File: src/rtl/ddr_phy_dly_pkg.sv
// ddr_phy_dly_pkg: op codes and FSM states shared by the delay-line controller and training sequencer
package ddr_phy_dly_pkg;
  localparam logic [1:0] OP_INC  = 2'b00;
  localparam logic [1:0] OP_DEC  = 2'b01;
  localparam logic [1:0] OP_LOAD = 2'b10;
  localparam logic [1:0] OP_SET  = 2'b11;
  typedef enum logic [2:0] {INIT_LOAD, IDLE, SETUP, MOVE, SETTLE, LOAD_P, DONE_S} dly_state_e;
endpackage

File: src/rtl/ddr4_iod_dly_ctrl_if.sv
// ddr4_iod_dly_ctrl_if: tap request/completion handshake between sequencer and delay controller
interface ddr4_iod_dly_ctrl_if #(parameter int TAP_W = 8) ();
  logic             REQ_VALID;
  logic             REQ_READY;
  logic [1:0]       REQ_OP;
  logic [TAP_W-1:0] REQ_ARG;
  logic             DONE;
  logic             DONE_ERR;
  modport master (output REQ_VALID, REQ_OP, REQ_ARG, input REQ_READY, DONE, DONE_ERR);
  modport slave (input REQ_VALID, REQ_OP, REQ_ARG, output REQ_READY, DONE, DONE_ERR);
endinterface

File: src/rtl/ddr4_iod_dly_ctrl.sv
// ddr4_iod_dly_ctrl: turns tap requests into spaced MOVE/LOAD strobes for one IOD delay line and tracks its tap
module ddr4_iod_dly_ctrl
  import ddr_phy_dly_pkg::*;
#(
  parameter int TAP_W         = 8,
  parameter int TAP_MAX       = 127,
  parameter int RESET_TAP     = 1,
  parameter int SETTLE_CYCLES = 4,
  parameter int DIR_INC       = 1
) (
  input  logic               FAB_CLK,
  input  logic               SYNC_RST,
  ddr4_iod_dly_ctrl_if.slave req,
  input  logic               CLR_ERR,
  output logic               ERR_RANGE,
  output logic [TAP_W-1:0]   TAP_POS,
  output logic               DELAY_LINE_MOVE_0,
  output logic               DELAY_LINE_DIRECTION_0,
  output logic               DELAY_LINE_LOAD_0,
  input  logic               DELAY_LINE_OUT_OF_RANGE_0
);
  localparam int CW = $clog2(SETTLE_CYCLES + 1);
  localparam logic [TAP_W-1:0] TMAX = TAP_W'(TAP_MAX);
  localparam logic [TAP_W-1:0] TRST = TAP_W'(RESET_TAP);
  localparam logic [CW-1:0] CLD = CW'(SETTLE_CYCLES - 1);
  localparam logic DINC = 1'(DIR_INC);
  dly_state_e state_q, state_d;
  logic [1:0] op_q, op_d;
  logic [TAP_W-1:0] tap_q, tap_d, steps_q, steps_d, set_mag, req_mag;
  logic [CW-1:0] cnt_q, cnt_d;
  logic init_q, init_d, dir_q, dir_d, move_q, move_d, load_q, load_d;
  logic ready_q, ready_d, done_q, done_d, derr_q, derr_d, err_q, err_d;
  logic set_up, req_up, blocked;
  assign set_up  = req.REQ_ARG >= tap_q;
  assign set_mag = set_up ? req.REQ_ARG - tap_q : tap_q - req.REQ_ARG;
  assign req_mag = req.REQ_OP == OP_SET ? set_mag : req.REQ_ARG;
  assign req_up  = req.REQ_OP == OP_INC || (req.REQ_OP == OP_SET && set_up);
  assign blocked = dir_q == DINC ? tap_q == TMAX : tap_q == '0;
  always_comb begin
    state_d = state_q;
    op_d    = op_q;
    tap_d   = tap_q;
    steps_d = steps_q;
    cnt_d   = cnt_q;
    init_d  = init_q;
    dir_d   = dir_q;
    derr_d  = 1'b0;
    case (state_q)
      INIT_LOAD: begin
        state_d = SETTLE;
        cnt_d   = CLD;
      end
      IDLE: if (req.REQ_VALID) begin
        op_d = req.REQ_OP;
        if (req.REQ_OP == OP_LOAD) state_d = LOAD_P;
        else if (req.REQ_OP == OP_SET && req.REQ_ARG > TMAX) begin
          state_d = DONE_S;
          derr_d  = 1'b1;
        end else if (req_mag == '0) state_d = DONE_S;
        else begin
          state_d = SETUP;
          steps_d = req_mag;
          dir_d   = req_up ? DINC : ~DINC;
        end
      end
      SETUP: begin
        state_d = blocked ? DONE_S : MOVE;
        derr_d  = blocked;
      end
      MOVE: begin
        state_d = SETTLE;
        cnt_d   = CLD;
        steps_d = steps_q - TAP_W'(1);
        tap_d   = dir_q == DINC ? tap_q + TAP_W'(1) : tap_q - TAP_W'(1);
      end
      LOAD_P: begin
        state_d = SETTLE;
        cnt_d   = CLD;
        tap_d   = TRST;
      end
      SETTLE: if (cnt_q != '0) cnt_d = cnt_q - CW'(1);
        else if (init_q) begin
          state_d = IDLE;
          init_d  = 1'b0;
        end else if (op_q == OP_LOAD || (!DELAY_LINE_OUT_OF_RANGE_0 && steps_q == '0)) state_d = DONE_S;
        else if (DELAY_LINE_OUT_OF_RANGE_0 || blocked) begin
          state_d = DONE_S;
          derr_d  = 1'b1;
        end else state_d = MOVE;
      default: state_d = IDLE;
    endcase
    move_d  = state_d == MOVE;
    load_d  = state_q == INIT_LOAD || state_d == LOAD_P;
    ready_d = state_d == IDLE;
    done_d  = state_d == DONE_S;
    err_d   = derr_d || (err_q && !CLR_ERR);
  end
  always_ff @(posedge FAB_CLK) begin
    if (SYNC_RST) begin
      state_q <= INIT_LOAD;
      op_q    <= OP_LOAD;
      tap_q   <= TRST;
      steps_q <= '0;
      cnt_q   <= '0;
      init_q  <= 1'b1;
      dir_q   <= DINC;
      move_q  <= 1'b0;
      load_q  <= 1'b0;
      ready_q <= 1'b0;
      done_q  <= 1'b0;
      derr_q  <= 1'b0;
      err_q   <= 1'b0;
    end else begin
      state_q <= state_d;
      op_q    <= op_d;
      tap_q   <= tap_d;
      steps_q <= steps_d;
      cnt_q   <= cnt_d;
      init_q  <= init_d;
      dir_q   <= dir_d;
      move_q  <= move_d;
      load_q  <= load_d;
      ready_q <= ready_d;
      done_q  <= done_d;
      derr_q  <= derr_d;
      err_q   <= err_d;
    end
  end
  assign req.REQ_READY          = ready_q;
  assign req.DONE               = done_q;
  assign req.DONE_ERR           = derr_q;
  assign ERR_RANGE              = err_q;
  assign TAP_POS                = tap_q;
  assign DELAY_LINE_MOVE_0      = move_q;
  assign DELAY_LINE_DIRECTION_0 = dir_q;
  assign DELAY_LINE_LOAD_0      = load_q;
endmodule

File: src/flat_wrapper.sv
// flat-port wrapper written by rule: the top's interface ports become plain ports
module ddr4_iod_dly_ctrl_flat import ddr_phy_dly_pkg::*;
#(
  parameter int TAP_W         = 8,
  parameter int TAP_MAX       = 127,
  parameter int RESET_TAP     = 1,
  parameter int SETTLE_CYCLES = 4,
  parameter int DIR_INC       = 1
)
  (FAB_CLK, SYNC_RST, CLR_ERR, ERR_RANGE, TAP_POS, DELAY_LINE_MOVE_0, DELAY_LINE_DIRECTION_0, DELAY_LINE_LOAD_0, DELAY_LINE_OUT_OF_RANGE_0, req_REQ_VALID, req_REQ_OP, req_REQ_ARG, req_REQ_READY, req_DONE, req_DONE_ERR);
  ddr4_iod_dly_ctrl_if #(.TAP_W(TAP_W)) req_i ();
  input  logic FAB_CLK;
  input  logic SYNC_RST;
  input  logic CLR_ERR;
  output logic ERR_RANGE;
  output logic [TAP_W-1:0] TAP_POS;
  output logic DELAY_LINE_MOVE_0;
  output logic DELAY_LINE_DIRECTION_0;
  output logic DELAY_LINE_LOAD_0;
  input  logic DELAY_LINE_OUT_OF_RANGE_0;
  input wire logic [$bits(req_i.REQ_VALID)-1:0] req_REQ_VALID;
  input wire logic [$bits(req_i.REQ_OP)-1:0] req_REQ_OP;
  input wire logic [$bits(req_i.REQ_ARG)-1:0] req_REQ_ARG;
  output wire logic [$bits(req_i.REQ_READY)-1:0] req_REQ_READY;
  output wire logic [$bits(req_i.DONE)-1:0] req_DONE;
  output wire logic [$bits(req_i.DONE_ERR)-1:0] req_DONE_ERR;
  assign req_i.REQ_VALID = req_REQ_VALID;
  assign req_i.REQ_OP = req_REQ_OP;
  assign req_i.REQ_ARG = req_REQ_ARG;
  assign req_REQ_READY = req_i.REQ_READY;
  assign req_DONE = req_i.DONE;
  assign req_DONE_ERR = req_i.DONE_ERR;
  ddr4_iod_dly_ctrl #(.TAP_W(TAP_W), .TAP_MAX(TAP_MAX), .RESET_TAP(RESET_TAP), .SETTLE_CYCLES(SETTLE_CYCLES), .DIR_INC(DIR_INC)) u_core (.FAB_CLK(FAB_CLK), .SYNC_RST(SYNC_RST), .req(req_i), .CLR_ERR(CLR_ERR), .ERR_RANGE(ERR_RANGE), .TAP_POS(TAP_POS), .DELAY_LINE_MOVE_0(DELAY_LINE_MOVE_0), .DELAY_LINE_DIRECTION_0(DELAY_LINE_DIRECTION_0), .DELAY_LINE_LOAD_0(DELAY_LINE_LOAD_0), .DELAY_LINE_OUT_OF_RANGE_0(DELAY_LINE_OUT_OF_RANGE_0));
endmodule
File: config.mk
export PLATFORM = sky130hd
export DESIGN_NAME = ddr4_iod_dly_ctrl_flat
export DESIGN_NICKNAME = d
export VERILOG_FILES = /design/src/rtl/ddr_phy_dly_pkg.sv /design/src/rtl/ddr4_iod_dly_ctrl_if.sv /design/src/rtl/ddr4_iod_dly_ctrl.sv /design/src/flat_wrapper.sv
export SDC_FILE = /design/constraint.sdc
export NUM_CORES = 1
export LEC_CHECK = 0
export CORE_ASPECT_RATIO = 1.5
export CORE_MARGIN = 2
export CORE_UTILIZATION = 25
export DETAILED_ROUTE_END_ITERATION = 7
export GPL_TIMING_DRIVEN = 0
export SLEW_MARGIN = 20
export SYNTH_ARGS = -nofsm -noshare
export SYNTH_HDL_FRONTEND = slang
export SYNTH_SLANG_ARGS = --single-unit
File: constraint.sdc
create_clock -name FAB_CLK -period 3.3 [get_ports FAB_CLK]
set_input_delay 0.33 -clock FAB_CLK [delete_from_list [all_inputs] [get_ports FAB_CLK]]
set_output_delay 0.33 -clock FAB_CLK [all_outputs]
set_load 0.03 [all_outputs]
==> results_dict.tcl <==
set metrics [dict create \
    wl_per_cell_microns 15.2 \
    finalHoldViolCount 0 \
    grt_pass1_wl_microns 13400 \
    clk_pin_slew_ns 0.05 \
    yosysMostFrequentCell "a21oi_1" \
    hold-worst-slack_ns 0.354 \
    yosys.area_share.simple_pct 23.8 \
    cts_hold_buf 0 \
    layoutNonFillerInstCount 562 \
    cts_tree "done" \
    crit_path_end_kind "register" \
    synth_cells 375 \
    cts_htree_levels 2 \
    grt_pass1_vias 2766 \
    syn_nets 417 \
    dp.cells 550 \
    synth-edff-count 0 \
    synth_mux_area_share_pct 2.35 \
    drt_first_pass_iters 5 \
    synth_seq_area_share_pct 22.7 \
    dp_hpwl_microns 6600 \
    synth_top_family_by_area "compound AO/OA/AOI/OAI gates" \
    period_needed_ns 3.16 \
    rows 47 \
    wl_microns 8540 \
    hold_path_class "primary input to register" \
    ios 30 \
    vias_per_cell 5.20 \
    overflow 0 \
    drcViolationCount 0 \
    fin_nets 456 \
    crit_arrival_ns 3.33 \
    syn_to_final_growth_pct 25.0 \
    place_area_sq_um 3290 \
    rsz0062_at_grt "false" \
    ant_nets 0 \
    synth_top_area_share_pct 22.7 \
    die_w_microns 90.8 \
    post-route-period-util_pct 95.7 \
    max_slew.worst_pin.slew_ns 0.616 \
    die_y_microns 134 \
    start_util_pct 25.7 \
    yosys.area.top_type "dfxtp_1" \
    synth-warning-count 0 \
    fin_setup_tns_ns 0 \
    worstSkewPairLatency_ns 0.28 \
    gp_congestion 0.879 \
    power_density_nw_per_um2 368 \
    avgSynthCellArea_sq_um 7.53 \
    status "finished clean" \
    critical_path_class "primary input to register" \
    core-area_sq_um 11000 \
    synth-async-reset-ratio_pct 0 \
    synth.distinct_cells 58 \
    ir_drop_v 0.000315 \
    drtIter0Drc 220 \
    cts-root-buf "clkbuf_16" \
    critPathMaxFanout 8 \
    synth_common_cells "38 x a21oi_1, 36 x nand2_1, 35 x nor2_1" \
    cp.required_ns 3.47 \
    finalMaxSlewViolations 0 \
    layout-drive-gt1-share_pct 9.88 \
    clk_path_buf_depth 2 \
    cts_buffers 5 \
    post-route-cell-area_sq_um 3530 \
    fmax_mhz 317 \
    die_area_sq_um 12200 \
    ys_ff_latch 32 \
    cts.sinks 32 \
    grt_usage_pct 13.8 \
    place.port_buffers 28 \
    n_antenna_cell 0 \
    slew_headroom_pct 58.9 \
    p_leak_nw 1.39 \
    synth_fa_ha_area_share_pct 12.8 \
    synth_area_leaders "dfxtp_1 23%, ha_1 11%, a21oi_1 6.7%" \
    final_util_pct 32.1 \
    drv_cap 0 \
    dr_total_vias 2920 \
    cp-start-kind "primary input" \
    final-setup-viol-count 0 \
    antenna_found_initial 0 \
    synth-xor-area-share_pct 2.48 \
    grt_max_degree 11 \
    skew_ns 0.00600 \
    synth_compound_area_share_pct 29.1 \
    netlist_area_sq_um 2820 \
    synth_ff_type "dfxtp_1" \
]
-- cell usage in the layout (no fill, tap or decap), drive strengths merged, types with 8 or more instances in the layout --
cell and count:
buf 8, a21oi 38, clkbuf 21, a211oi 10, o21ai 23, a31oi 8, clkdlybuf4s50 22, nor3 8
dfxtp 32, nand4 9, ha 24, inv 29, nand2 36, nor2 36, nand3 8
-- worst max-delay path, stage by stage --
cell and delay (ns):
clkdlybuf4s50_1 0.58, inv_1 0.07, ha_1 0.28, buf_2 0.18, nand4_1 0.25, and2_1 0.25, mux2i_1 0.17, a21oi_1 0.11
a211oi_2 0.29, and4_4 0.33, a31oi_4 0.12, nor2b_4 0.17, a32o_1 0.20
-- final cells by class --
cell class	count	area (sq um)
Buffer	17	87.6
Multi-Input combinational cell	297	2050
Sequential cell	32	642
Clock buffer	8	146
Timing Repair Buffer	32	314
Tap cell	147	184
Fill cell	1178	7470
Inverter	29	109
-- power breakdown --
| group | internal (mW) | switching (mW) | total, mW |
|---|---|---|---|
| clock | 0.300 | 0.165 | 0.465 |
| combinational | 0.158 | 0.236 | 0.394 |
| sequential | 0.417 | 0.0229 | 0.440 |
| total | 0.875 | 0.424 | 1.30 |
-- registers in the layout, indices dropped and copies added (netlist names), 2 cells and up --
name / flops
u_core.cnt_q: 3
u_core.TAP_POS: 8
u_core.state_q: 3
u_core.steps_q: 8
u_core.op_q: 2
-- path summary, 6_finish.rpt --
check,from,endpoint,slack [ns],cells past startpoint
max,req_REQ_ARG[6],u_core.steps_q[2],0.14,13
min reg2reg,u_core.ERR_RANGE,u_core.ERR_RANGE,0.45,1
max reg2reg,u_core.TAP_POS[1],u_core.steps_q[2],0.15,10
min,SYNC_RST,u_core.req.DONE_ERR,0.35,2
-- through the flow --
stage / total power, mW / setup WS (ns)
after global placement: 0.815 / -0.528
final: 1.30 / 0.142
after floorplan: 0.712 / 0.302
after global routing: 1.37 / 0.00424
after detailed placement: 0.824 / -0.529
after CTS: 1.30 / 0.0124
-- kinds of logic (layout without fill, tap and decap cells) --
| logic type | after synthesis | after routing |
|---|---|---|
| AND/OR/NAND/NOR | 132 | 132 |
| AO/OA/AOI/OAI | 124 | 124 |
| multiplexers | 6 | 6 |
| adder cells (fa/ha/maj) | 27 | 27 |
| XOR/XNOR | 8 | 8 |
| flip-flops | 32 | 32 |
| buffers and inverters | 46 | 86 |
-- timing repair --
item                                    4_1_cts  5_1_grt
buffers inserted                              1        3
endpoints found under the hold margin         0        0
gates resized for setup                       7       14
endpoints found under the setup margin       11       11
pin swaps                                     3        4
-- metal layers --
metal | GRT usage (%) | share of wire, % | wire length, microns
met4 | 7.52 | 4.5 | 388
met5 | 0 | 0 | 0
met1 | 15.2 | 41 | 3520
met3 | 2.58 | 4.5 | 386
met2 | 24.8 | 50 | 4240
Power figures use the tool's default switching activity.
